### src/rtl/fir_sched_pkg.sv
// Shared types and defaults for the FIR channel scheduler.
// The bank-id width helper is used by every file of the block.
package fir_sched_pkg;

    localparam int NUM_CH_DEF  = 4;
    localparam int DATA_W_DEF  = 16;
    localparam int ACC_W_DEF   = 38;
    localparam int TIMEOUT_DEF = 80;

    function automatic int ch_w(input int n);
        return (n > 1) ? $clog2(n) : 1;
    endfunction

    localparam int CH_W = ch_w(NUM_CH_DEF);

    typedef enum logic [1:0] {
        IDLE,
        START,
        BUSY,
        OUT
    } state_e;

endpackage

### src/rtl/rr_arbiter.sv
// Round-robin search: first set request at or above the pointer.
// The pointer wraps naturally because N is a power of two.
module rr_arbiter
    import fir_sched_pkg::*;
#(
    parameter int N = NUM_CH_DEF,
    parameter int W = ch_w(N)
) (
    input  logic [N-1:0] req_i,
    input  logic [W-1:0] rr_ptr_i,
    output logic [W-1:0] grant_o,
    output logic         any_req_o
);

    logic [W-1:0] idx;
    logic         found;

    always_comb begin
        idx     = '0;
        found   = 1'b0;
        grant_o = '0;
        for (int k = 0; k < N; k++) begin
            idx = rr_ptr_i + W'(k);
            if (!found && req_i[idx]) begin
                grant_o = idx;
                found   = 1'b1;
            end
        end
        any_req_o = found;
    end

endmodule

### src/rtl/fir_channel_scheduler.sv
// Time-shares one FIR engine between NUM_CH sample channels.
// One transaction at a time: accept, start, wait for done, deliver.
module fir_channel_scheduler
    import fir_sched_pkg::*;
#(
    parameter int NUM_CH  = NUM_CH_DEF,
    parameter int DATA_W  = DATA_W_DEF,
    parameter int ACC_W   = ACC_W_DEF,
    parameter int TIMEOUT = TIMEOUT_DEF
) (
    input  logic                     clk,
    input  logic                     rst,
    input  logic [NUM_CH-1:0]        ch_valid,
    input  logic [NUM_CH*DATA_W-1:0] ch_data,
    output logic [NUM_CH-1:0]        ch_ready,
    output logic                     eng_start,
    output logic [DATA_W-1:0]        eng_data,
    output logic [ch_w(NUM_CH)-1:0]  eng_bank,
    input  logic                     eng_done,
    input  logic [ACC_W-1:0]         eng_result,
    output logic                     out_valid,
    output logic [ACC_W-1:0]         out_data,
    output logic [ch_w(NUM_CH)-1:0]  out_ch,
    input  logic                     out_ready,
    output logic                     err_timeout
);

    localparam int CW = ch_w(NUM_CH);
    localparam int TW = $clog2(TIMEOUT + 1);

    state_e            state_q;
    logic [CW-1:0]     rr_ptr_q;
    logic [TW-1:0]     cnt_q;
    logic [DATA_W-1:0] eng_data_q;
    logic [CW-1:0]     eng_bank_q;
    logic              eng_start_q;
    logic              out_valid_q;
    logic [ACC_W-1:0]  out_data_q;
    logic [CW-1:0]     out_ch_q;
    logic              err_q;

    logic [CW-1:0]     grant;
    logic              any_req;
    logic [NUM_CH-1:0] ready_d;

    rr_arbiter #(
        .N(NUM_CH),
        .W(CW)
    ) u_arb (
        .req_i    (ch_valid),
        .rr_ptr_i (rr_ptr_q),
        .grant_o  (grant),
        .any_req_o(any_req)
    );

    // Acknowledge in the same IDLE cycle the sample is captured.
    always_comb begin
        ready_d = '0;
        if (!rst && state_q == IDLE && any_req) begin
            ready_d[grant] = 1'b1;
        end
    end

    always_ff @(posedge clk) begin
        if (rst) begin
            state_q     <= IDLE;
            rr_ptr_q    <= '0;
            cnt_q       <= '0;
            eng_data_q  <= '0;
            eng_bank_q  <= '0;
            eng_start_q <= 1'b0;
            out_valid_q <= 1'b0;
            out_data_q  <= '0;
            out_ch_q    <= '0;
            err_q       <= 1'b0;
        end else begin
            eng_start_q <= 1'b0;
            err_q       <= 1'b0;
            unique case (state_q)
                IDLE: begin
                    if (any_req) begin
                        eng_data_q  <= ch_data[grant*DATA_W +: DATA_W];
                        eng_bank_q  <= grant;
                        rr_ptr_q    <= grant + 1'b1;
                        eng_start_q <= 1'b1;
                        state_q     <= START;
                    end
                end
                START: begin
                    cnt_q   <= '0;
                    state_q <= BUSY;
                end
                BUSY: begin
                    // A done on the final allowed cycle still counts.
                    if (eng_done) begin
                        out_data_q  <= eng_result;
                        out_ch_q    <= eng_bank_q;
                        out_valid_q <= 1'b1;
                        state_q     <= OUT;
                    end else if (cnt_q == TW'(TIMEOUT - 1)) begin
                        err_q   <= 1'b1;
                        state_q <= IDLE;
                    end else begin
                        cnt_q <= cnt_q + 1'b1;
                    end
                end
                OUT: begin
                    if (out_ready) begin
                        out_valid_q <= 1'b0;
                        state_q     <= IDLE;
                    end
                end
                default: state_q <= IDLE;
            endcase
        end
    end

    assign ch_ready    = ready_d;
    assign eng_start   = eng_start_q;
    assign eng_data    = eng_data_q;
    assign eng_bank    = eng_bank_q;
    assign out_valid   = out_valid_q;
    assign out_data    = out_data_q;
    assign out_ch      = out_ch_q;
    assign err_timeout = err_q;

endmodule

### config.mk
export PLATFORM = sky130hd
export DESIGN_NAME = fir_channel_scheduler
export DESIGN_NICKNAME = d
export VERILOG_FILES = /design/src/rtl/fir_sched_pkg.sv /design/src/rtl/rr_arbiter.sv /design/src/rtl/fir_channel_scheduler.sv
export SDC_FILE = /design/constraint.sdc
export NUM_CORES = 1
export LEC_CHECK = 0
export ABC_CLOCK_PERIOD_IN_PS = 2400
export CAP_MARGIN = 20
export CORE_ASPECT_RATIO = 0.6
export CORE_UTILIZATION = 38
export CTS_CLUSTER_DIAMETER = 150
export CTS_CLUSTER_SIZE = 10
export DETAILED_ROUTE_END_ITERATION = 8
export DONT_BUFFER_PORTS = 1
export PLACE_DENSITY = 0.63
export SYNTH_ARGS = -nofsm -noshare
export SYNTH_HDL_FRONTEND = slang
export SYNTH_HIERARCHICAL = 1
export SYNTH_SLANG_ARGS = --single-unit
### constraint.sdc
create_clock -name clk -period 2.4 [get_ports clk]
set_input_delay 0.48 -clock clk [delete_from_list [all_inputs] [get_ports clk]]
set_output_delay 0.48 -clock clk [all_outputs]
set_load 0.01 [all_outputs]
=== Yosys cells after proc, flatten, opt, wreduce, memory -nomap -nowiden ===
Index checks and enable logic that the tools add are counted.

* Output and inout bits: 65
* Input port bits: 110
* Logic and storage cells: 86
* Register bits: 72

* Reduce and logical (&&, ||, !) cells: 20
* Shift operators: 1
* Order comparisons: 6
* Equality and inequality tests: 10
* Muxes and demuxes: 32
* Bitwise logic cells: 2
* $add $sub $neg: 5

{| class="wikitable"
|+ Operators by type and width
! kind !! count
|-
| 64-bit by 7-bit indexed part select with 16-bit output || 1
|-
| 2-bit 2-to-1 mux || 8
|-
| 2-bit by 3-bit less-than comparator with 1-bit output, second input constant || 5
|-
| 7-bit 2-to-1 mux || 2
|-
| 7-bit case mux with 2 select lines || 1
|-
| 1-bit 2-to-1 mux || 13
|-
| 2-bit inequality test, second input constant || 5
|-
| 3-bit AND reduction || 3
|-
| 1-bit binary-select mux with 2-bit select || 4
|-
| 2-bit case mux with 4 select lines || 1
|-
| 7-bit by 1-bit adder with 7-bit output, second input constant || 1
|-
| 7-bit == test, second input constant || 1
|-
| 1-bit logical AND || 6
|-
| 2-bit by 1-bit adder with 2-bit output, second input constant || 2
|-
| 2-bit adder, second input constant || 2
|-
| 2-bit == test, second input constant || 2
|-
| 1-bit zero test || 4
|-
| 4-bit 2-to-1 mux || 1
|-
| 2-bit AND reduction || 2
|-
| 2-bit nonzero test || 2
|-
| 3-bit inequality test, second input constant || 1
|-
| 3-bit OR reduction || 1
|-
| 1-bit demux with 2-bit select || 1
|-
| 2-bit by 1-bit == test with 1-bit output, second input constant || 1
|-
| 5 further kinds || 6
|}

=== Logic depth before layout (Yosys ltp) ===
* Word-level depth: 17
* Depth in mapped cells: 9
* Gate-level depth less buffers: 7

=== By module ===
The synthesis kept the hierarchy.

{| class="wikitable"
|+ By module, submodules not included
! module !! sequential area each (um2) !! instances !! area an instance (um2) !! cells an instance
|-
| fir_channel_scheduler || 1,441.4 || 1 || 3,101.7 || 365
|-
| rr_arbiter || 0.0 || 1 || 77.6 || 15
|}

=== Least setup slack after synthesis ===
Ideal clock, no wire load.

* Kind: input -> output
* From: input ch_valid[1]
* To: output ch_ready[0]
* Buffers on the path: 2
* Required time: 1,920 ps
* Arrival time: 2,019 ps
* Path slack: -99 ps
* Stages on the path: 8
* Cells stage by stage: inv_1 > a221o_1 > a21oi_1 > buf_2 > buf_4 > inv_1 > ha_1 > and2_1

* Longest elaborated chain between the ends: 17
* Elaborated cells between the ends (all ways): 29
* Classes of those cells: 2 x order compare; 19 x mux; 8 x reduce/logical

{| class="wikitable"
|+ RTL lines
! element !! line !! RTL
|-
| start: declaration || fir_channel_scheduler.sv:13 || <nowiki>input logic [NUM_CH-1:0] ch_valid,</nowiki>
|-
| 1-bit binary-select mux with 2-bit select || rr_arbiter.sv:24 || <nowiki>if (!found && req_i[idx]) begin</nowiki>
|-
| 1-bit 2-to-1 mux (not written as such) || rr_arbiter.sv:24 ||
|-
| 1-bit 2-to-1 mux || rr_arbiter.sv:24 ||
|-
| 1-bit zero test || rr_arbiter.sv:24 ||
|-
| 1-bit logical AND || rr_arbiter.sv:24 ||
|-
| 1-bit 2-to-1 mux || rr_arbiter.sv:24 ||
|-
| 1-bit zero test || rr_arbiter.sv:24 ||
|-
| 1-bit logical AND || rr_arbiter.sv:24 ||
|-
| [... 2 more ...] || - ||
|-
| 1-bit logical AND || rr_arbiter.sv:24 ||
|-
| 2-bit 2-to-1 mux (*) || rr_arbiter.sv:24 ||
|-
| via grant[0] || fir_channel_scheduler.sv:42 || <nowiki>logic [CW-1:0] grant;</nowiki>
|-
| 2-bit by 3-bit less-than comparator with 1-bit output (not written as such) / 2-bit by 1-bit >= comparator with 1-bit output (equally long branches) || fir_channel_scheduler.sv:60 || <nowiki>ready_d[grant] = 1'b1;</nowiki>
|-
| 1-bit logical AND (not written as such) || fir_channel_scheduler.sv:60 ||
|-
| 1-bit 2-to-1 mux (not written as such) || fir_channel_scheduler.sv:60 ||
|-
| 1-bit demux with 2-bit select (*) || fir_channel_scheduler.sv:60 ||
|-
| 4-bit 2-to-1 mux (*) || fir_channel_scheduler.sv:59 || <nowiki>if (!rst && state_q == IDLE && any_req) begin</nowiki>
|-
| end: declaration || fir_channel_scheduler.sv:15 || <nowiki>output logic [NUM_CH-1:0] ch_ready,</nowiki>
|}

Mark *: on every way through the listed nets, which the timed path passes. The rest lies on a longest branch. The select of a mux whose other input is x is not followed.

=== Worst setup path after layout ===
* From: register rr_ptr_q[0]
* To: output ch_ready[3]

* Longest elaborated chain between the ends: 17
* Elaborated cells between the ends (all ways): 32
* Classes of those cells: 3 x add/sub; 2 x order compare; 19 x mux; 8 x reduce/logical

{| class="wikitable"
|+ RTL lines
! element !! line !! RTL
|-
| start: declaration || fir_channel_scheduler.sv:32 || <nowiki>logic [CW-1:0] rr_ptr_q;</nowiki>
|-
| start signal: assignment || fir_channel_scheduler.sv:84 || <nowiki>rr_ptr_q <= grant + 1'b1;</nowiki>
|-
| branches (longest 11 deep; another with 2-bit by 1-bit adder with 2-bit output) || - ||
|-
| 2-bit 2-to-1 mux (*) || rr_arbiter.sv:24 ||
|-
| via grant[0] || fir_channel_scheduler.sv:42 ||
|-
| 2-bit by 3-bit less-than comparator with 1-bit output (not written as such) / 2-bit by 1-bit >= comparator with 1-bit output (equally long branches) || fir_channel_scheduler.sv:60 ||
|-
| 1-bit logical AND (not written as such) || fir_channel_scheduler.sv:60 ||
|-
| 1-bit 2-to-1 mux (not written as such) || fir_channel_scheduler.sv:60 ||
|-
| 1-bit demux with 2-bit select (*) || fir_channel_scheduler.sv:60 ||
|-
| 4-bit 2-to-1 mux (*) || fir_channel_scheduler.sv:59 ||
|}

Mark *: on every way through the listed nets, which the timed path passes. The select of a mux whose other input is x is not followed.

==> impl_metrics.ini <==
[run_status]
outcome = finished, final reports clean

[clock_tree]
clockBufferDepth = 2
cts_tree = done
clock-root-buffer = clkbuf_16
clk_pin_slew_ps = 50
numClockSinks = 72
cts_buffers = 9
clock_latency_ps = 320
h-tree-depth = 3

[drt]
viasPerCell = 5.34
post_drt_wl_per_cell_um = 15.7
vias = 2579
ant_nets = 0
dr.pass1.iters = 4
drt_iter0_drc = 199
routed_wl_um = 7610
drcViolationCount = 0

[logic_synthesis]
yosysUniqueCellTypes = 31
synth-edff-count = 0
synthArstFlopShare_pct = 0
netlist.top_cell.by_area = dfxtp_1
netlist_instances = 380
yosys-top-cells-area = dfxtp_1 (45%), nand2_1 (15%), mux4_2 (11%)
synth_area_per_cell_um2 = 8.37
synth_seq_cells = 72
syn-cell-area_mm2 = 0.00318
syn_nets = 495
yosys_warnings = 6
yosysMostFrequentCell = nand2_1
synth_commonest_cells = nand2_1 (123), dfxtp_1 (72), a21oi_1 (69), clkbuf_1 (24), mux4_2 (16)
ys.flop_type = dfxtp_1
synth_top_area_share_pct = 45.3
seq_area_frac_synth_pct = 45.3

[setup_path]
cp.required_ps = 1920
reg2reg_slack_ps = 410
critPathLaunchType = flop
critPathKind = reg -> out
worst_r2r_endpoint = eng_data[6]
cpPeakStageDelay_ps = 370
arrival_ps = 1800
cp-end-kind = output port
rr_worst_depth = 7
critPathMaxFanout = 9
crit_chain = inv_2, a221o_1, a21oi_4, buf_6, ha_1, and2_1
r2r_start = rr_ptr_q[0]
timing.critical_path.slowest_stage_cell = dfxtp_2

[job]
drv_cap = 0

[sta]
final_max_slew_viol_count = 0
setup_viol_count_final = 0
worst_slew_pin_slew_ps = 751
hold_viol = 0
relSlewSlack_pct = 50.0
clock_skew_ps = 2.38
finalSetupTns_ps = 0
period_needed_ps = 2280
max_freq_mhz = 439
rsz0062_at_grt = no
hold_slack_ps = 228
finalCritPeriodShare_pct = 94.8

[floorplanning]
start_util_pct = 39.9
die_h_um = 72.9
die_w_um = 120
dieArea_mm2 = 0.00875
ioPinCount = 175
core_mm2 = 0.00798
num_rows = 25

[layout]
syn_to_final_growth_pct = 12.8
drive_gt1_share_pct = 12.8
final_area_mm2 = 0.00359
fillers = 796
num_antenna_cells = 0
nNetsFinal = 486

[hold_path]
hold_path_class = in -> reg
hold_end = eng_data[14]
hold_depth = 1
worstHoldStart = rst

[global_route]
gr-total-overflow = 0
grt_max_degree = 77
grt_pass1_vias = 2326
grt_pass1_wl_um = 11700
grt_antenna_before_repair = 0
grt_usage_pct = 17.4

[placement]
numPortBuffers = 0
place.gp.congestion = 0.752
placed_area_mm2 = 0.00328
hpwl_um = 5510

[power]
ir_drop_mv = 0.415
power.leakage_uw = 0.00127
p_per_area_mw_per_mm2 = 936
-- worst max-delay path, delay by kind of cell, from the launching register on --
family / cells / cell delay, ps
buffers and inverters: 2 / 220
AOI/OAI and AO/OA: 2 / 540
DFF: 1 / 370
adders and majority gates: 1 / 160
and+or+nand+nor: 1 / 180
-- layout make-up --
class	count	area, um2	share of cell area [%]
clock buffer	11	233	6.49
clock inverter	4	70.1	1.95
inverter	9	33.8	0.942
multi-input combinational	271	1610	44.9
sequential	72	1440	40.2
tap	108	135	3.77
timing repair buffer	8	63.8	1.78
-- repair_timing --
item	CTS	global route
pin swaps	0	0
gates resized for setup	1	1
setup endpoints to repair	1	2
gates cloned	0	0
hold buffers	0	0
buffers inserted	0	0
hold endpoints to repair	0	0
-- worst max path at each step --
stage	end	depth (start not counted)	startpoint	slack, ps
global placement	ch_ready[1]	6	ch_valid[1]	310
CTS	ch_ready[3]	6	rr_ptr_q[0]	40
detailed placement	eng_data[6]	7	ch_valid[1]	260
global route	ch_ready[3]	6	rr_ptr_q[0]	4
finish	ch_ready[3]	6	rr_ptr_q[0]	120
floorplan	ch_ready[0]	8	ch_valid[1]	40
-- kinds of logic after synthesis --
| logic type | after synthesis | share of synthesized area [%] |
|---|---|---|
| adders and majority gates | 5 | 1.97 |
| muxes | 16 | 11.3 |
| DFF | 72 | 45.3 |
| and+or+nand+nor | 164 | 21.6 |
| AOI/OAI and AO/OA | 86 | 15.2 |
| buffers and inverters | 37 | 4.60 |
-- stage by stage --
step / utilization [%] / setup slack, ps / total power [uW] / cells
5_1_grt: 45.0 / 4.44 / 3540 / 483
3_3_place_gp: 41.1 / 311 / 2010 / 468
3_5_place_dp: 41.1 / 264 / 2020 / 468
2_1_floorplan: - / 35.2 / 1910 / 380
4_1_cts: 45.0 / 36.1 / 3410 / 483
6_report: 45.0 / 124 / 3360 / 483
-- cells in the final DEF (no fill, tap or decap), types with 2 or more instances in the layout --
master / count
clkinv_2: 2
a221o_1: 2
bufinv_16: 2
or2_2: 2
clkbuf_1: 2
ha_1: 5
nand2_1: 123
clkbuf_16: 9
inv_1: 8
nand3_1: 8
a21oi_1: 67
o31ai_1: 2
nor3_1: 2
nor2_1: 12
nand2b_1: 5
o21ai_0: 2
nand3b_1: 3
a31oi_1: 5
buf_4: 7
mux4_2: 16
and2_1: 4
dfxtp_1: 71
-- report_power, final --
part / total [uW] / leakage, uW / internal, uW / switching, uW
sequential: 1440 / 0.000587 / 1300 / 135
combinational: 561 / 0.000531 / 268 / 293
clock: 1360 / 0.000149 / 900 / 457
-- routing by layer --
metal	vias up	routed length [um]	global-route usage (%)
met5	-	0	0
met4	0	112	6.67
met1	1198	3370	21.7
met3	10	594	7.50
met2	95	3530	26.8
li1	1276	-	-
-- registers in the layout (all words and copies together), names as in the netlist --
name	flops
eng_data	16
eng_bank	2
eng_start	1
out_data	38
rr_ptr_q	2
state_q	2
out_ch	2
err_timeout	1
out_valid	1
cnt_q	7
No activity file was read; power rests on OpenSTA's default activity.
